===== src/rtl/slider_move_gen.sv =====
// Slider-puzzle move generator: queues blank-move commands and issues legal
// (from, to) moves to a 2x4 board model with fixed ISSUE/SETTLE timing.
module slider_move_gen #(
  parameter int unsigned DEPTH = 4,
  parameter int unsigned CNT_W = 8
) (
  input  logic             clock,
  input  logic             reset,
  input  logic             cmd_valid,
  input  logic [1:0]       cmd_dir,
  output logic             cmd_ready,
  output logic [2:0]       from,
  output logic [2:0]       to,
  output logic             move_strobe,
  output logic             reject,
  output logic [2:0]       blank_pos,
  output logic             busy,
  output logic [CNT_W-1:0] move_count,
  output logic [CNT_W-1:0] reject_count
);

  localparam int unsigned AW = (DEPTH > 1) ? $clog2(DEPTH) : 1;
  localparam logic [AW:0] FullCnt = (AW+1)'(DEPTH);

  localparam logic [1:0] DirUp   = 2'd0;
  localparam logic [1:0] DirDown = 2'd1;
  localparam logic [1:0] DirLeft = 2'd2;

  typedef enum logic [1:0] {StIdle, StIssue, StSettle} state_e;

  state_e           state_q, state_d;
  logic [1:0]       mem_q [DEPTH];
  logic [AW-1:0]    wr_ptr_q, rd_ptr_q;
  logic [AW:0]      count_q, count_d;
  logic [2:0]       nbr_q, nbr_d;
  logic [2:0]       blank_q, blank_d;
  logic [2:0]       from_q, from_d;
  logic [2:0]       to_q, to_d;
  logic             strobe_q, strobe_d;
  logic             reject_q, reject_d;
  logic [CNT_W-1:0] mcnt_q, mcnt_d;
  logic [CNT_W-1:0] rcnt_q, rcnt_d;
  logic             push, pop;
  logic             head_legal;
  logic [2:0]       head_nbr;
  logic [1:0]       head_dir;

  assign cmd_ready    = count_q < FullCnt;
  assign push         = cmd_valid && cmd_ready;
  assign head_dir     = mem_q[rd_ptr_q];

  assign from         = from_q;
  assign to           = to_q;
  assign move_strobe  = strobe_q;
  assign reject       = reject_q;
  assign blank_pos    = blank_q;
  assign busy         = (state_q != StIdle);
  assign move_count   = mcnt_q;
  assign reject_count = rcnt_q;

  // Neighbour of the blank in the commanded direction; index = {row, col}.
  always_comb begin
    head_legal = 1'b0;
    head_nbr   = blank_q;
    case (head_dir)
      DirUp: begin
        head_legal = blank_q[2];
        head_nbr   = {1'b0, blank_q[1:0]};
      end
      DirDown: begin
        head_legal = ~blank_q[2];
        head_nbr   = {1'b1, blank_q[1:0]};
      end
      DirLeft: begin
        head_legal = (blank_q[1:0] != 2'd0);
        head_nbr   = {blank_q[2], blank_q[1:0] - 2'd1};
      end
      default: begin
        head_legal = (blank_q[1:0] != 2'd3);
        head_nbr   = {blank_q[2], blank_q[1:0] + 2'd1};
      end
    endcase
  end

  always_comb begin
    state_d  = state_q;
    nbr_d    = nbr_q;
    blank_d  = blank_q;
    from_d   = blank_q;
    to_d     = blank_q;
    strobe_d = 1'b0;
    reject_d = 1'b0;
    mcnt_d   = mcnt_q;
    rcnt_d   = rcnt_q;
    pop      = 1'b0;
    unique case (state_q)
      StIdle: begin
        if (count_q != '0) begin
          pop = 1'b1;
          if (head_legal) begin
            state_d  = StIssue;
            nbr_d    = head_nbr;
            from_d   = head_nbr;
            to_d     = blank_q;
            strobe_d = 1'b1;
          end else begin
            reject_d = 1'b1;
            if (rcnt_q != '1) rcnt_d = rcnt_q + 1'b1;
          end
        end
      end
      StIssue: begin
        state_d = StSettle;
        blank_d = nbr_q;
        from_d  = nbr_q;
        to_d    = nbr_q;
        if (mcnt_q != '1) mcnt_d = mcnt_q + 1'b1;
      end
      StSettle: state_d = StIdle;
      default:  state_d = StIdle;
    endcase
  end

  always_comb begin
    count_d = count_q;
    case ({push, pop})
      2'b10:   count_d = count_q + 1'b1;
      2'b01:   count_d = count_q - 1'b1;
      default: count_d = count_q;
    endcase
  end

  always_ff @(posedge clock) begin
    if (reset) begin
      state_q  <= StIdle;
      wr_ptr_q <= '0;
      rd_ptr_q <= '0;
      count_q  <= '0;
      nbr_q    <= '0;
      blank_q  <= '0;
      from_q   <= '0;
      to_q     <= '0;
      strobe_q <= 1'b0;
      reject_q <= 1'b0;
      mcnt_q   <= '0;
      rcnt_q   <= '0;
    end else begin
      state_q  <= state_d;
      count_q  <= count_d;
      nbr_q    <= nbr_d;
      blank_q  <= blank_d;
      from_q   <= from_d;
      to_q     <= to_d;
      strobe_q <= strobe_d;
      reject_q <= reject_d;
      mcnt_q   <= mcnt_d;
      rcnt_q   <= rcnt_d;
      if (push) wr_ptr_q <= wr_ptr_q + 1'b1;
      if (pop)  rd_ptr_q <= rd_ptr_q + 1'b1;
    end
  end

  // Storage needs no reset: pointers and occupancy define what is valid.
  always_ff @(posedge clock) begin
    if (push && !reset) mem_q[wr_ptr_q] <= cmd_dir;
  end

endmodule


===== config.mk =====
export PLATFORM = sky130hd
export DESIGN_NAME = slider_move_gen
export DESIGN_NICKNAME = d
export VERILOG_FILES = /design/src/rtl/slider_move_gen.sv
export SDC_FILE = /design/constraint.sdc
export NUM_CORES = 1
export LEC_CHECK = 0
export ABC_AREA = 1
export BUFFER_PORTS_ARGS = -buffer_cell sky130_fd_sc_hd__buf_2
export CELL_PAD_IN_SITES_DETAIL_PLACEMENT = 1
export CELL_PAD_IN_SITES_GLOBAL_PLACEMENT = 2
export CORE_MARGIN = 2
export CORE_UTILIZATION = 29
export CTS_CLUSTER_SIZE = 24
export DETAILED_ROUTE_END_ITERATION = 6
export PLACE_DENSITY = 0.78
export SLEW_MARGIN = 0
export SYNTH_ARGS = -nofsm -noshare
export SYNTH_HDL_FRONTEND = slang
export SYNTH_SLANG_ARGS = --single-unit

===== constraint.sdc =====
create_clock -name clock -period 1.8 [get_ports clock]
set_input_delay 0.09 -clock clock [delete_from_list [all_inputs] [get_ports clock]]
set_output_delay 0.09 -clock clock [all_outputs]
set_load 0.005 [all_outputs]

==> reports/summary.txt <==
status - finished, final reports clean
CTS H-tree depth - 2
xor/xnor cell area share of the yosys netlist - 1.97%
final non-filler cell area - 2690 um^2
die height - 91.5 um
Hold Crit Start - cmd_dir[0]
dpl hpwl - 3.98 mm
slowest stage delay, CP - 0.37 ns
Layout Nets - 338
Sink Count - 46
hold endpoint - mem_q[1][0]$_DFFE_PP_
largest family of logic cells by synthesized area - simple AND/OR/NAND/NOR gates
part of the cycle the worst path needs - 95.8%
Compound-Gate Fraction of Synth Area - 12.0%
Post-DRT Antenna Nets - 0
Pwr Density - 1420 nW/um^2
Mapped Area - 2220 um^2
first-pass GRT wire length - 8.94 mm
Clock Skew - 0.00669 ns
CP Data Arrival Time - 1.91 ns
critical path's slowest cell - fa_2
final setup fails - 0
Net Sw Power - 0.00154 W
Hold Vio Cnt, Final - 0
Max Slew Vio Count - 0
Worst-Margin Slew - 0.360 ns
crit-path max FO - 3
Synth cell types - 31
Clock Pin Slew Worst Setup and Hold Paths - 0.08 ns
RR Startpoint - count_q[1]$_SDFFE_PP0P_
Final Wtd Congestion - 0.741
clock share of power - 19.5%
Layout area overhead - 21.3%
syn avg cell area - 7.95 um^2
initial core utilization - 30.3%
Hold Path Stages - 1
FF-to-FF setup slack - 0.08 ns
maximum vdd drop - 0.000462 V
CTS max path bufs - 2
WP data required - 1.99 ns
Avg WL per Cell - 11.9 um
syn_nets - 292
Post-Synth Adder-Cell Area - 4.85%
die area - 8360 um^2
sequential power share - 36.8%
DRT Pass-1 Iters - 4
WP buf/inv - 2
FMAX - 580 MHz
# rows - 31
Yosys reg bits - 46
CP Capture Type - flop
antenna violations before repair - 0
cell mode on critical path - o21ai_1
crit start category - flop
Ant. Diodes - 0
clk root buf - clkbuf_8
simple-gate portion of the synthesized area - 26.3%
Sw Share - 40.1%
WL final - 5.05 mm
core box area - 7330 um^2
Clock Latency Late Sink - 0.30 ns
CTS Buf Count - 5
DRC violations left - 0
Pint - 0.00229 W
critical-path cell list - nor3_1 > buf_4 > nor2_4 > ha_1 > inv_1 > fa_2 > a21oi_2 > o21ai_1 > o21ai_1 > a21oi_1
gr usage total - 13.0%
YS warnings - 0
DR vias - 1888
layout cell share with drive strength beyond 1 - 25.2%
Setup Crit Path Kind - reg -> reg
Top Ports - 34
Initial DRC Count - 37
die width - 91.5 um
number of max-cap violations - 0
Post-Synthesis Cells - 279
Fillers - 897
mux share of post-synthesis cell area - 0%
Leak - 1.22 nW
CTS tree - done
port bufs - 33
family with the most delay on the worst path - adder cells
largest net degree at the start of global routing - 22
post-route minimum period - 1.72 ns
RR Endpoint - count_q[2]$_SDFFE_PP0P_
RSZ-0062 raised after global routing - true
Worst R2R Path Depth - 10
grt ovf - 0
Via density - 4.44
Post-Place Cell Area - 2560 um^2
Slew headroom - 75.8%
sequential share of the synthesized area - 45.1%
vias in the first global route - 1929
total power - 0.00383 W
Hold WC Path Type - in -> reg
combinational share of power - 43.8%
[worst max path at each step]
stage,to,start,slack [ns],depth (start not counted)
final,count_q[2]$_SDFFE_PP0P_,count_q[1]$_SDFFE_PP0P_,0.08,10
after global routing,count_q[2]$_SDFFE_PP0P_,count_q[1]$_SDFFE_PP0P_,-0.04,10
after CTS,count_q[2]$_SDFFE_PP0P_,count_q[1]$_SDFFE_PP0P_,0.02,10
after detailed placement,count_q[2]$_SDFFE_PP0P_,count_q[1]$_SDFFE_PP0P_,-0.05,10
after global placement,count_q[2]$_SDFFE_PP0P_,count_q[1]$_SDFFE_PP0P_,0.07,10
after floorplan,count_q[2]$_SDFFE_PP0P_,state_q[0]$_SDFFE_PP0P_,0.01,10
[area by class of cell]
class | instances | area [um^2] | share of cell area, %
Clock buffer | 8 | 111 | 4.14
Inverter | 44 | 165 | 6.14
Multi-Input combinational cell | 182 | 1020 | 38.0
Sequential cell | 46 | 1000 | 37.3
Tap cell | 99 | 124 | 4.60
Timing Repair Buffer | 46 | 263 | 9.77
[power by group through the flow]
stage	logic (W)	registers (W)	clock network [W]
after floorplan	0.00115	0.00142	0
after global placement	0.00163	0.00142	0
after detailed placement	0.00165	0.00143	0
after CTS	0.00167	0.00141	0.000776
after global routing	0.00190	0.00144	0.000816
final	0.00168	0.00141	0.000745
[synthesized netlist by cell type]
cell	n	area, um^2
nor2_4	2	22.5
xor2_1	4	35.0
buf_8	1	15.0
xnor2_1	1	8.76
fa_1	1	20.0
o21a_1	1	7.51
nor3b_2	1	12.5
ha_1	7	87.6
nand2_4	3	33.8
nor3_1	4	20.0
a21oi_1	26	130
dfxtp_1	38	761
nand4_1	4	25.0
nor3b_1	1	7.51
buf_2	1	5.00
nand2_2	4	25.0
buf_4	3	22.5
clkbuf_1	2	7.51
nor2_2	1	6.26
nand3_1	10	50.1
inv_1	41	154
nand4_4	1	21.3
edfxtp_1	8	240
nand3_2	5	50.1
nor4_1	1	6.26
a31oi_1	1	6.26
o21ai_2	2	17.5
inv_2	3	11.3
o21ai_0	21	105
nand2_1	60	225
nor2_1	21	78.8
[timing repair]
| action | 4_1_cts | 5_1_grt |
|---|---|---|
| setup buffers | 0 | 0 |
| hold buffers | 0 | 0 |
| resized for setup | 2 | 7 |
| gates cloned | 0 | 0 |
| setup endpoints to repair | 1 | 8 |
[stage by stage]
step | hold slack [ns] | utilization (%) | instances | TNS, ns | setup WS, ns
after global placement | 0.311 | 34.9 | 417 | 0 | 0.0657
after CTS | 0.00581 | 36.5 | 425 | 0 | 0.0198
final | 0.0148 | 36.7 | 425 | 0 | 0.0758
after floorplan | 0.159 | - | 279 | 0 | 0.0121
after detailed placement | 0.321 | 34.9 | 417 | -0.0519 | -0.0519
after global routing | 0.00373 | 36.7 | 425 | -0.0407 | -0.0407
[metal layers]
metal | part of all wire, % | wire [um] | up-vias | GRT usage, %
met3 | 2.7 | 137 | 6 | 2.82
met2 | 46 | 2300 | 25 | 21.1
met4 | 1.5 | 75 | 0 | 3.79
li1 | - | - | 981 | -
met1 | 50 | 2530 | 876 | 17.3
met5 | 0 | 0 | - | 0
[layout by cell type (no fill, tap or decap), types with 5 or more instances in the layout]
cell and instances:
o21ai_0 19, buf_2 33, inv_1 40, buf_4 13, nand2_1 60, clkbuf_8 6
a21oi_1 24, nor2_1 21, dfxtp_1 36, ha_1 7, nand3_2 5, edfxtp_1 8
nand3_1 10
[kinds of logic after synthesis]
| kind of cell | after synthesis |
|---|---|
| and+or+nand+nor | 118 |
| xor gates and xnor gates | 5 |
| adders and majority gates | 8 |
| AOI/OAI and AO/OA | 51 |
| DFF | 46 |
| buffers and inverters | 51 |
[state kept, by name, summed over array words and instances, names as in the netlist, named ones only]
name	flops
to	3
count_q	3
reject	1
from	3
state_q	2
reject_count	8
rd_ptr_q	2
mem_q	8
move_count	8
nbr_q	3
wr_ptr_q	2
move_strobe	1
Note: power is estimated with default switching activity, not from simulation.
